### config.mk
export PLATFORM = sky130hd
export DESIGN_NAME = ftdi_fifo_bridge
export DESIGN_NICKNAME = d
export VERILOG_FILES = /design/src/rtl/ftdi_pkg.sv /design/src/rtl/ftdi_packetizer.sv /design/src/rtl/ftdi_fifo_bridge.sv
export SDC_FILE = /design/constraint.sdc
export NUM_CORES = 1
export LEC_CHECK = 0
export CAP_MARGIN = 25
export CORE_UTILIZATION = 50
export DETAILED_ROUTE_END_ITERATION = 12
export GPL_ROUTABILITY_DRIVEN = 0
export PLACE_DENSITY = 0.78
export SYNTH_ARGS = -nofsm -noshare
export SYNTH_HDL_FRONTEND = slang
export SYNTH_SLANG_ARGS = --single-unit
### constraint.sdc
create_clock -name clock -period 4.9 [get_ports clock]
set_input_delay 1.225 -clock clock [delete_from_list [all_inputs] [get_ports clock]]
set_output_delay 1.225 -clock clock [all_outputs]
set_load 0.01 [all_outputs]
### src/rtl/ftdi_pkg.sv
// Shared types and elaboration-time parameter checks for the FTDI 245-style FIFO bridge.
package ftdi_pkg;

  typedef enum logic [2:0] {
    ST_IDLE,
    ST_SETUP,
    ST_WR_LOW,
    ST_RD_LOW,
    ST_RECOVER
  } bus_st_e;

  localparam int ARB_RD_PRIO = 0;
  localparam int ARB_RR      = 1;

  function automatic int max2(input int a, input int b);
    return (a > b) ? a : b;
  endfunction

  function automatic bit cfg_ok(input int pkt, input int setup, input int wr_low,
                                input int rd_low, input int rd_sample, input int recover,
                                input int sync, input int arb);
    return (pkt >= 2) && (setup >= 1) && (wr_low >= 1) && (rd_low >= 2) &&
           (sync >= 1) && (sync < rd_sample) && (rd_sample <= rd_low) &&
           (recover >= 1) && ((arb == ARB_RD_PRIO) || (arb == ARB_RR));
  endfunction

endpackage

### src/rtl/ftdi_packetizer.sv
// One-byte hold register that frames the outbound stream into fixed-length packets,
// padding a short packet out to PKT_BYTES after tx_last.
module ftdi_packetizer
  import ftdi_pkg::*;
#(
  parameter int         PKT_BYTES = 1024,
  parameter logic [7:0] PAD_BYTE  = 8'h01,
  parameter int         PKT_W     = $clog2(PKT_BYTES + 1)
) (
  input  logic             clock,
  input  logic             reset_n,
  input  logic             clear,
  input  logic [7:0]       tx_data,
  input  logic             tx_valid,
  input  logic             tx_last,
  output logic             tx_ready,
  input  logic             pop,
  output logic             hold_full,
  output logic [7:0]       hold_data,
  output logic             pad_active,
  output logic [PKT_W-1:0] pkt_ct
);

  logic             full_q, pad_q;
  logic [7:0]       hold_q;
  logic [PKT_W-1:0] ct_q, ct_inc;
  logic             accept, pad_load, wrap;

  assign tx_ready   = !pad_q && !full_q;
  assign accept     = tx_valid && tx_ready;
  assign pad_load   = pad_q && !full_q;
  assign ct_inc     = ct_q + PKT_W'(1);
  assign wrap       = (ct_inc == PKT_W'(PKT_BYTES));

  assign hold_full  = full_q;
  assign hold_data  = hold_q;
  assign pad_active = pad_q;
  assign pkt_ct     = ct_q;

  always_ff @(posedge clock or negedge reset_n) begin
    if (!reset_n) begin
      full_q <= 1'b0;
      pad_q  <= 1'b0;
      hold_q <= '0;
      ct_q   <= '0;
    end else if (clear) begin
      full_q <= 1'b0;
      pad_q  <= 1'b0;
      hold_q <= '0;
      ct_q   <= '0;
    end else if (accept || pad_load) begin
      full_q <= 1'b1;
      hold_q <= accept ? tx_data : PAD_BYTE;
      ct_q   <= wrap ? '0 : ct_inc;
      // The byte that completes the packet ends padding; tx_last on it needs none.
      if (wrap)                    pad_q <= 1'b0;
      else if (accept && tx_last)  pad_q <= 1'b1;
    end else if (pop) begin
      full_q <= 1'b0;
    end
  end

endmodule

### src/rtl/ftdi_fifo_bridge.sv
// Bridges valid/ready byte streams to FT245-style async FIFO pins with programmable
// setup/strobe/recovery timing and read-priority or round-robin arbitration.
module ftdi_fifo_bridge
  import ftdi_pkg::*;
#(
  parameter int         PKT_BYTES     = 1024,
  parameter logic [7:0] PAD_BYTE      = 8'h01,
  parameter int         SETUP_CYC     = 1,
  parameter int         WR_LOW_CYC    = 2,
  parameter int         RD_LOW_CYC    = 5,
  parameter int         RD_SAMPLE_CYC = 4,
  parameter int         RECOVER_CYC   = 2,
  parameter int         SYNC_STAGES   = 2,
  parameter int         ARB_MODE      = 0
) (
  input  logic                           clock,
  input  logic                           reset_n,
  input  logic                           clear,
  input  logic                           rd_en,
  input  logic                           wr_en,
  input  logic [7:0]                     tx_data,
  input  logic                           tx_valid,
  input  logic                           tx_last,
  output logic                           tx_ready,
  output logic [7:0]                     rx_data,
  output logic                           rx_valid,
  input  logic                           rx_ready,
  input  logic                           txe_n,
  input  logic                           rxf_n,
  input  logic [7:0]                     adbus_in,
  output logic [7:0]                     adbus_out,
  output logic                           adbus_oe,
  output logic                           ftdi_wr_n,
  output logic                           ftdi_rd_n,
  output logic                           pad_active,
  output logic [$clog2(PKT_BYTES+1)-1:0] pkt_ct
);

  localparam int MAX_PH = max2(max2(SETUP_CYC, WR_LOW_CYC), max2(RD_LOW_CYC, RECOVER_CYC));
  localparam int CNT_W  = $clog2(MAX_PH + 1);
  localparam logic [CNT_W-1:0] SAMPLE_AT = CNT_W'(RD_LOW_CYC - RD_SAMPLE_CYC);

  if (!cfg_ok(PKT_BYTES, SETUP_CYC, WR_LOW_CYC, RD_LOW_CYC, RD_SAMPLE_CYC,
              RECOVER_CYC, SYNC_STAGES, ARB_MODE)) begin : g_bad_cfg
    $error("ftdi_fifo_bridge: illegal parameter combination");
  end

  logic [SYNC_STAGES-1:0]      txe_sync_q, rxf_sync_q;
  logic [SYNC_STAGES-1:0][7:0] bus_sync_q;

  always_ff @(posedge clock or negedge reset_n) begin
    if (!reset_n) begin
      txe_sync_q <= '1;
      rxf_sync_q <= '1;
      bus_sync_q <= '0;
    end else begin
      txe_sync_q[0] <= txe_n;
      rxf_sync_q[0] <= rxf_n;
      bus_sync_q[0] <= adbus_in;
      for (int i = 1; i < SYNC_STAGES; i++) begin
        txe_sync_q[i] <= txe_sync_q[i-1];
        rxf_sync_q[i] <= rxf_sync_q[i-1];
        bus_sync_q[i] <= bus_sync_q[i-1];
      end
    end
  end

  bus_st_e          state_q;
  logic [CNT_W-1:0] cnt_q;
  logic             wr_next_q, wr_n_q, rd_n_q, oe_q, rx_valid_q;
  logic [7:0]       dout_q, rx_data_q;
  logic             hold_full, pop, rd_elig, wr_elig, grant_rd, grant_wr;
  logic [7:0]       hold_data;

  assign rd_elig  = rd_en && !rxf_sync_q[SYNC_STAGES-1] && !rx_valid_q;
  assign wr_elig  = wr_en && !txe_sync_q[SYNC_STAGES-1] && hold_full;
  // Round-robin only matters on contention; the pointer tracks whichever was granted last.
  assign grant_rd = (ARB_MODE == ARB_RD_PRIO) ? rd_elig
                                              : (rd_elig && (!wr_elig || !wr_next_q));
  assign grant_wr = wr_elig && !grant_rd;
  assign pop      = (state_q == ST_IDLE) && grant_wr && !clear;

  ftdi_packetizer #(
    .PKT_BYTES (PKT_BYTES),
    .PAD_BYTE  (PAD_BYTE),
    .PKT_W     ($clog2(PKT_BYTES+1))
  ) u_pkt (
    .clock      (clock),
    .reset_n    (reset_n),
    .clear      (clear),
    .tx_data    (tx_data),
    .tx_valid   (tx_valid),
    .tx_last    (tx_last),
    .tx_ready   (tx_ready),
    .pop        (pop),
    .hold_full  (hold_full),
    .hold_data  (hold_data),
    .pad_active (pad_active),
    .pkt_ct     (pkt_ct)
  );

  always_ff @(posedge clock or negedge reset_n) begin
    if (!reset_n) begin
      state_q    <= ST_IDLE;
      cnt_q      <= '0;
      wr_next_q  <= 1'b1;
      wr_n_q     <= 1'b1;
      rd_n_q     <= 1'b1;
      oe_q       <= 1'b0;
      dout_q     <= '0;
      rx_valid_q <= 1'b0;
      rx_data_q  <= '0;
    end else if (clear) begin
      state_q    <= ST_IDLE;
      cnt_q      <= '0;
      wr_next_q  <= 1'b1;
      wr_n_q     <= 1'b1;
      rd_n_q     <= 1'b1;
      oe_q       <= 1'b0;
      dout_q     <= '0;
      rx_valid_q <= 1'b0;
      rx_data_q  <= '0;
    end else begin
      if (rx_valid_q && rx_ready) rx_valid_q <= 1'b0;
      case (state_q)
        ST_IDLE: begin
          if (grant_rd) begin
            state_q   <= ST_RD_LOW;
            rd_n_q    <= 1'b0;
            cnt_q     <= CNT_W'(RD_LOW_CYC - 1);
            wr_next_q <= 1'b1;
          end else if (grant_wr) begin
            state_q   <= ST_SETUP;
            dout_q    <= hold_data;
            oe_q      <= 1'b1;
            cnt_q     <= CNT_W'(SETUP_CYC - 1);
            wr_next_q <= 1'b0;
          end
        end
        ST_SETUP: begin
          if (cnt_q == '0) begin
            state_q <= ST_WR_LOW;
            wr_n_q  <= 1'b0;
            cnt_q   <= CNT_W'(WR_LOW_CYC - 1);
          end else cnt_q <= cnt_q - CNT_W'(1);
        end
        ST_WR_LOW: begin
          if (cnt_q == '0) begin
            state_q <= ST_RECOVER;
            wr_n_q  <= 1'b1;
            oe_q    <= 1'b0;
            cnt_q   <= CNT_W'(RECOVER_CYC - 1);
          end else cnt_q <= cnt_q - CNT_W'(1);
        end
        ST_RD_LOW: begin
          // Counter runs RD_LOW_CYC-1 .. 0, so this is 1-based cycle RD_SAMPLE_CYC.
          if (cnt_q == SAMPLE_AT) begin
            rx_data_q  <= bus_sync_q[SYNC_STAGES-1];
            rx_valid_q <= 1'b1;
          end
          if (cnt_q == '0) begin
            state_q <= ST_RECOVER;
            rd_n_q  <= 1'b1;
            cnt_q   <= CNT_W'(RECOVER_CYC - 1);
          end else cnt_q <= cnt_q - CNT_W'(1);
        end
        ST_RECOVER: begin
          if (cnt_q == '0) state_q <= ST_IDLE;
          else             cnt_q   <= cnt_q - CNT_W'(1);
        end
        default: state_q <= ST_IDLE;
      endcase
    end
  end

  assign adbus_out = dout_q;
  assign adbus_oe  = oe_q;
  assign ftdi_wr_n = wr_n_q;
  assign ftdi_rd_n = rd_n_q;
  assign rx_data   = rx_data_q;
  assign rx_valid  = rx_valid_q;

endmodule

==> results_dict.tcl, run 1 <==
set metrics [dict create \
    yosysSeqAreaShare_pct 58.4 \
    critPathMaxStageDelay_ns 0.55 \
    dieArea_um2 6070 \
    critPathMostFrequentCell "nor2_1" \
    drtIter0Drc 159 \
    start_util_pct 52.0 \
    diodes 0 \
    min_period_ns 2.85 \
    grt_usage_pct 21.0 \
    drc 0 \
    area_growth_pct 30.0 \
    nNetsFinal 357 \
    clkLatencyLatePin_ns 0.34 \
    rsz0062_at_grt "no" \
    tns_ns 0 \
    postCtsSetupBuffers 0 \
    portBuffers 58 \
    total_power_mw 1.43 \
    async_flop_share_pct 100 \
    cts_root_buf "clkbuf_8" \
    cts.sinks 67 \
    ioPinCount 59 \
    synth_top_cell_area_share_pct 53.0 \
    synthesis.instances 267 \
    synth-seq-cells 67 \
    worstPathCellList "clkdlybuf4s50_1 -> nor3b_1 -> nor2_1 -> and3_1 -> mux2i_1 -> nor2_1" \
    syn_area_um2 2880 \
    critPathKind "in -> reg" \
    vias 2170 \
    fin_util_pct 67.6 \
    place_area_um2 3520 \
    grt_pass1_wl_um 9710 \
    outcome "finished clean" \
    drv_cap 0 \
    numCtsBuffers 9 \
    synth_top_area_cell "dfrtp_1" \
    clock.fmax_ghz 0.351 \
    post_drt_wl_per_cell_um 14.2 \
    synth_cell_types 47 \
    p_leak_nw 1.63 \
    worst_ep_arrival_time_ns 3.06 \
    period_share_pct 58.2 \
    fin_area_um2 3740 \
    maxSlewViolCount 0 \
    die_h_um 77.9 \
    overflow 0 \
    cts_tree "built" \
    wl_um 5730 \
    rows 27 \
    synth_edf_count 0 \
    h-tree-depth 3 \
    final_antenna_net_count 0 \
    grt_max_degree 52 \
    max-slew-margin-rel_pct 56.4 \
    crit_path_start_kind "primary input" \
    cts.reportedPaths.clkPinSlew_ns 0.07 \
    first_global_vias 2018 \
    path_buf_inv 1 \
    cp.required_ns 5.11 \
    tightest_slew_ns 0.652 \
    power_density_nw_per_um2 382 \
    hold_violations 0 \
    min_path_type "reg -> reg" \
    drive_gt1_share_pct 10.2 \
    hold_slack_ns 0.350 \
    hpwl_um 3850 \
    avgSynthCellArea_um2 10.8 \
    setup_violations 0 \
    clock_path_buffers 2 \
    antenna_found_initial 0 \
    firstDrtPassIters 4 \
    synth_area_leaders "dfrtp_1 (53%), nor2_1 (6.0%), dfstp_2 (5.5%)" \
    postSynthNetCount 297 \
    peakVddDrop_uv 257 \
    postCtsHoldBufs 0 \
    endpoint_kind "register" \
    finalClockSkew_ns 0.00384 \
    drt-vias-per-instance 5.37 \
    crit_slowest_cell "nor3b_1" \
    cts_resized 0 \
    synthFlopType "dfrtp_1" \
    ys_warn_count 0 \
    core_um2 5540 \
    die_x_um 77.9 \
    critPathTopFamily "simple AND/OR/NAND/NOR gates" \
    cp_max_fo 12 \
]
## layout by cell type, fill, tap and decap left out, types with 2 or more instances in the layout
master	Yosys	routed
dfrtp_1	61	61
clkdlybuf4s50_1	0	57
nor2_1	46	46
a21oi_1	15	15
mux2i_1	14	14
nand2_1	13	13
nor3_1	12	12
clkbuf_8	0	10
inv_1	8	8
a22oi_1	7	7
xor2_1	6	6
dfstp_2	6	6
nand2b_1	5	5
xnor2_1	5	5
o21ai_0	5	5
or2_2	4	4
o31ai_1	4	4
nand4_1	4	4
ha_1	4	4
nor2b_1	3	3
nand3_1	3	3
a211oi_1	3	3
buf_4	1	3
a31oi_1	2	2
a221oi_1	2	2
nand3_2	2	2
or4_1	2	2
bufinv_16	0	2
clkinvlp_4	0	2
## cell usage after synthesis, types with 2 or more instances
cell type / instances
or4_1: 2
clkbuf_1: 8
o21ai_0: 5
xnor2_1: 5
ha_1: 4
nor2b_1: 3
nand2b_1: 5
nor2_1: 46
a211oi_1: 3
inv_1: 8
nand2_1: 13
nand4_1: 4
o31ai_1: 4
nand3_2: 2
nand3_1: 3
a221oi_1: 2
a31oi_1: 2
a21oi_1: 15
nor3_1: 12
buf_2: 2
xor2_1: 6
dfstp_2: 6
dfrtp_1: 61
a22oi_1: 7
or2_2: 4
mux2i_1: 14
## where the power goes
part | leakage [nW] | switching [mW] | internal [mW]
sequential | 0.868 | 0.0379 | 0.596
clock | 0.108 | 0.206 | 0.300
combinational | 0.650 | 0.168 | 0.122
## cells by family after synthesis
| kind of cell | Yosys count | synth area share (%) |
|---|---|---|
| flip-flops | 67 | 58.4 |
| adder cells (fa/ha/maj) | 4 | 1.74 |
| multiplexers | 14 | 4.86 |
| AO/OA/AOI/OAI | 46 | 10.6 |
| XOR/XNOR | 11 | 3.34 |
| buffers and inverters | 20 | 2.82 |
| AND/OR/NAND/NOR | 105 | 18.2 |
## path summary, 6_finish.rpt
kind / start / end / slack, ns / cells after the start
hold / removal: bus_sync_q[6] / bus_sync_q[14] / 0.35 / 0
max in group asynchronous: reset_n / bus_sync_q[13] / 3.15 / 2
setup reg to reg: u_pkt.pkt_ct[0] / u_pkt.pkt_ct[1] / 2.74 / 6
min in group asynchronous: reset_n / u_pkt.hold_full / 0.80 / 1
setup / recovery: rd_en / adbus_out[4] / 2.05 / 6
hold reg to reg: bus_sync_q[6] / bus_sync_q[14] / 0.35 / 0
## through the flow
step | worst slack [ns] | std cells
after global routing | 1.91 | 404
after CTS | 2.04 | 404
after global placement | 1.83 | 388
final | 2.05 | 404
after floorplan | 2.46 | 267
after detailed placement | 1.68 | 388
## cell type report
class	instances	area [um2]
Fill cell	441	1800
Clock buffer	10	138
Sequential cell	67	1680
Timing Repair Buffer	61	598
Multi-Input combinational cell	180	1120
Tap cell	72	90.1
Inverter	8	30.0
Clock inverter	6	88.8
## flip-flops by register name (all words and copies together) (netlist names)
register          flops
bus_sync_q           16
u_pkt.pkt_ct         11
adbus_out             8
rx_data               8
u_pkt.hold_data       8
cnt_q                 3
state_q               3
rxf_sync_q            2
txe_sync_q            2
adbus_oe              1
ftdi_rd_n             1
ftdi_wr_n             1
rx_valid              1
u_pkt.hold_full       1
u_pkt.pad_active      1
## routing by layer
layer | part of all wire (%) | wire length (um) | track usage, %
met3 | 5.1 | 290 | 4.35
met2 | 45 | 2560 | 29.4
met1 | 48 | 2760 | 30.6
met4 | 2.1 | 121 | 10.7
met5 | 0 | 0 | 0
Note: power is estimated with default switching activity, not from simulation.
==> run 2: changes to the inputs <==
==> constraint.sdc (replaced) <==
create_clock -name clock -period 2.8 [get_ports clock]
set_input_delay 0.7 -clock clock [delete_from_list [all_inputs] [get_ports clock]]
set_output_delay 0.7 -clock clock [all_outputs]
set_load 0.01 [all_outputs]
==> results_dict.tcl, run 2 (synthesis results as in run 1) <==
set metrics [dict create \
    cts_tree "built" \
    core_um2 5540 \
    drv_cap 0 \
    hold_violations 0 \
    worst_ep_arrival_time_ns 1.50 \
    finalClockSkew_ns 0.00842 \
    grt_pass1_wl_um 10100 \
    regToRegEndpoint "u_pkt.pkt_ct[1]" \
    cts_root_buf "clkbuf_8" \
    maxSlewViolCount 0 \
    cts.reportedPaths.clkPinSlew_ns 0.07 \
    cp_max_fo 5 \
    grt_max_degree 68 \
    wl_um 6050 \
    cts.sinks 67 \
    r2r_cells 6 \
    power_density_nw_per_um2 624 \
    rows 27 \
    drc 0 \
    peakVddDrop_uv 411 \
    diodes 0 \
    drtIter0Drc 124 \
    r2r_slack_ns 0.61 \
    endpoint "tx_ready" \
    path_buf_inv 1 \
    p_leak_nw 1.62 \
    period_share_pct 78.7 \
    portBuffers 58 \
    critPathMaxStageDelay_ns 0.56 \
    setup_violations 0 \
    endpoint_kind "primary output" \
    min_period_ns 2.20 \
    clock_path_buffers 2 \
    crit_start "u_pkt.pad_active" \
    top_register "bus_sync_q" \
    cts_resized 0 \
    max-slew-margin-rel_pct 55.4 \
    numCtsBuffers 9 \
    postCtsHoldBufs 0 \
    layout_common_cells "dfrtp_1 (61), clkdlybuf4s50_1 (57), nor2_1 (46)" \
    h-tree-depth 3 \
    critPathKind "reg -> out" \
    total_power_mw 2.33 \
    path_depth 2 \
    worstPathCellList "nor2_1 -> clkdlybuf4s50_1" \
    rsz0062_at_grt "no" \
    tns_ns 0 \
    first_global_vias 2096 \
    die_x_um 77.9 \
    vias 2203 \
    overflow 0 \
    drt-vias-per-instance 5.41 \
    firstDrtPassIters 4 \
    dieArea_um2 6070 \
    ioPinCount 59 \
    outcome "finished clean" \
    layout_commonest_cell "dfrtp_1" \
    hpwl_um 4240 \
    critPathTopFamily "buffers and inverters" \
    tightest_slew_ns 0.666 \
    min_path_type "in -> async" \
    area_growth_pct 29.4 \
    clock.fmax_ghz 0.454 \
    postCtsSetupBuffers 0 \
    cp.required_ns 2.10 \
    final_antenna_net_count 0 \
    rr_startpoint "u_pkt.pkt_ct[0]" \
    hold_slack_ns 0.349 \
    crit_path_start_kind "register" \
    die_h_um 77.9 \
    drive_gt1_share_pct 11.0 \
    largest_reg_flops 16 \
    clkLatencyLatePin_ns 0.34 \
    post_drt_wl_per_cell_um 14.9 \
    start_util_pct 52.0 \
    nNetsFinal 360 \
    antenna_found_initial 0 \
    crit_slowest_cell "clkdlybuf4s50_1" \
    grt_usage_pct 22.0 \
]
-- run 2: changes by cell type in the layout (fill, tap and decap cells not counted), moves of 2 or more --
| cell | change |
|---|---|
| clkinvlp_4 | +2 |
| buf_4 | +2 |
| inv_6 | +2 |
| bufinv_16 | -2 |
-- run 2: metal layers --
| layer | global-route usage [%] | wire length, um | vias up |
|---|---|---|---|
| met3 | 4.59 | 255 | 8 |
| met2 | 32.9 | 2800 | 61 |
| met4 | 10.0 | 93 | 0 |
| met5 | 0 | 0 | - |
| li1 | - | - | 1055 |
| met1 | 30.8 | 2890 | 1079 |
-- run 2: layout make-up --
cell class,count,area (um2)
clock inverters,7,52.6
flip-flops and latches,67,1680
multi-input cells,180,1120
repair buffers,64,633
well taps,72,90.1
clock buffers,9,124
fillers,441,1810
inverters,8,30.0
-- run 2: worst reg2reg max path, stage by stage (launching register included) --
cell,delay (ns)
dfrtp_1,0.48
ha_1,0.27
nand4_2,0.21
or4_1,0.52
o211a_1,0.25
nor3_2,0.20
a221oi_1,0.12
-- run 2: worst min path at each step --
stage               depth (start not counted)               to  slack (ns)
CTS                                         0   bus_sync_q[15]        0.35
finish                                      2  u_pkt.pkt_ct[2]        0.35
global route                                0   bus_sync_q[15]        0.36
floorplan                                   0   bus_sync_q[10]        0.33
detailed placement                          0   bus_sync_q[11]        0.34
global placement                            0   bus_sync_q[13]        0.33
-- run 2: through the flow --
step / std cells / util [%] / cell area [um2] / worst slack [ns]
floorplan: 267 / - / 2880 / 0.825
global placement: 391 / 64.1 / 3550 / 0.520
detailed placement: 391 / 64.1 / 3550 / 0.446
CTS: 407 / 67.3 / 3730 / 0.582
global route: 407 / 67.3 / 3730 / 0.496
finish: 407 / 67.3 / 3730 / 0.597
-- run 2: report_power, final --
| part | total [mW] | internal, mW | switching (mW) | leakage [nW] |
|---|---|---|---|---|
| registers | 1.11 | 1.04 | 0.0678 | 0.868 |
| logic | 0.510 | 0.219 | 0.291 | 0.669 |
| clock network | 0.707 | 0.325 | 0.383 | 0.0783 |
| total | 2.33 | 1.59 | 0.742 | 1.62 |
==> run 3: changes to the inputs <==
--- a/config.mk
+++ b/config.mk
@@ -6,10 +6,10 @@
 export NUM_CORES = 1
 export LEC_CHECK = 0
 export CAP_MARGIN = 25
-export CORE_UTILIZATION = 50
+export CORE_UTILIZATION = 46
 export DETAILED_ROUTE_END_ITERATION = 12
 export GPL_ROUTABILITY_DRIVEN = 0
-export PLACE_DENSITY = 0.78
+export PLACE_DENSITY = 0.76
 export SYNTH_ARGS = -nofsm -noshare
 export SYNTH_HDL_FRONTEND = slang
 export SYNTH_SLANG_ARGS = --single-unit
==> constraint.sdc (replaced) <==
create_clock -name clock -period 1.94 [get_ports clock]
set_input_delay 0.485 -clock clock [delete_from_list [all_inputs] [get_ports clock]]
set_output_delay 0.485 -clock clock [all_outputs]
set_load 0.01 [all_outputs]
==> results_dict.tcl, run 3 (synthesis results as in run 1) <==
set metrics [dict create \
    endpoint_kind "primary output" \
    min_path_type "in -> async" \
    hold_violations 0 \
    regArea_um2 1690 \
    portBuffers 58 \
    wl_um 6200 \
    period_share_pct 98.3 \
    finalClockSkew_ns 0.0117 \
    worst_ep_arrival_time_ns 1.42 \
    fin_area_um2 3930 \
    outcome "finished clean" \
    largest_reg_flops 16 \
    place_area_um2 3680 \
    dieArea_um2 6580 \
    layout_common_cells "dfrtp_1 (58), clkdlybuf4s50_1 (52), nor2_1 (46)" \
    fillers 469 \
    drtIter0Drc 166 \
    total_power_mw 3.45 \
    rows 28 \
    final_antenna_net_count 0 \
    max-slew-margin-rel_pct 63.9 \
    diodes 0 \
    min_period_ns 1.91 \
    cts.sinks 67 \
    peakVddDrop_uv 545 \
    ioPinCount 59 \
    die_h_um 81.1 \
    dr_wl_met2_um 2900 \
    clock.fmax_ghz 0.524 \
    p_leak_nw 1.75 \
    cp.required_ns 1.45 \
    met3_length_um 323 \
    wl_met1_um 2890 \
    h-tree-depth 3 \
    power_density_nw_per_um2 879 \
    core_um2 5990 \
    first_global_vias 2157 \
    setup_violations 0 \
    drv_cap 0 \
    clkLatencyLatePin_ns 0.34 \
    firstDrtPassIters 4 \
    cts_root_buf "clkbuf_8" \
    area_growth_pct 36.2 \
    crit_path_start_kind "register" \
    vias 2297 \
    die_x_um 81.1 \
    grt_usage_pct 20.6 \
    clock_path_buffers 2 \
    cts_tree "built" \
    post_drt_wl_per_cell_um 14.5 \
    maxSlewViolCount 0 \
    multiInputGateArea_um2 1160 \
    topRoutingLayerUsed "met4" \
    start_util_pct 48.1 \
    grt_max_degree 68 \
    drt-vias-per-instance 5.37 \
    antenna_found_initial 0 \
    cts.reportedPaths.clkPinSlew_ns 0.08 \
    drc 0 \
    tightest_slew_ns 0.542 \
    tns_ns 0 \
    grt_pass1_wl_um 10000 \
    nNetsFinal 378 \
    drive_gt1_share_pct 18.4 \
    overflow 0 \
    numCtsBuffers 9 \
    layout_commonest_cell "dfrtp_1" \
    cp_max_fo 5 \
    hpwl_um 4180 \
    top_register "bus_sync_q" \
    critPathKind "reg -> out" \
]
## run 3: final timing paths
| check | from | to | slack, ns | depth (start not counted) |
|---|---|---|---|---|
| setup / recovery | u_pkt.pkt_ct[0] | pkt_ct[0] | 0.03 | 2 |
| hold / removal | reset_n | u_pkt.pkt_ct[8] | 0.14 | 2 |
| setup reg to reg | u_pkt.pkt_ct[0] | u_pkt.pkt_ct[0] | 0.07 | 6 |
| hold reg to reg | bus_sync_q[3] | bus_sync_q[11] | 0.35 | 0 |
| max in group asynchronous | reset_n | rxf_sync_q[1] | 1.47 | 2 |
| min in group clock | bus_sync_q[3] | bus_sync_q[11] | 0.35 | 0 |
## run 3: what timing repair did
| action | 4_1_cts | 5_1_grt |
|---|---|---|
| setup buffers | 0 | 1 |
| hold buffers | 0 | 0 |
| setup endpoints to repair | 1 | 9 |
| pin swaps | 0 | 1 |
| resized for setup | 1 | 13 |
## run 3: cell type report
cell class                 count  share of cell area [%]
tap                           75                    2.39
multi-input combinational    180                    29.6
sequential                    67                    43.0
clock inverter                 7                    1.53
inverter                       8                   0.765
timing repair buffer          82                    19.6
clock buffer                   9                    3.16
## run 3: layer usage
metal	global-route usage, %	vias to the layer above
li1	-	1105
met1	28.4	1097
met2	31.1	87
met3	4.16	8
met4	10.2	0
met5	0	-
## run 3: through the flow
stage          setup slack [ns]  hold WS [ns]  util (%)  std cells
3_3_place_gp             -0.153         0.332      61.5        411
2_1_floorplan            0.0315         0.189         -        267
4_1_cts                 0.00541         0.148      64.5        427
3_5_place_dp             -0.172         0.336      61.5        411
5_1_grt               -0.000185         0.156      65.5        428
6_report                 0.0333         0.136      65.5        428
## run 3: report_power, final
part	internal, mW	leakage (nW)	switching (mW)
sequential	1.50	0.863	0.0817
combinational	0.347	0.801	0.458
clock	0.483	0.0908	0.578
total	2.33	1.75	1.12
## run 3: worst max-delay path, stage by stage, from the launching register on
cell	delay, ns
dfrtp_2	0.41
buf_4	0.15
clkdlybuf4s50_1	0.53
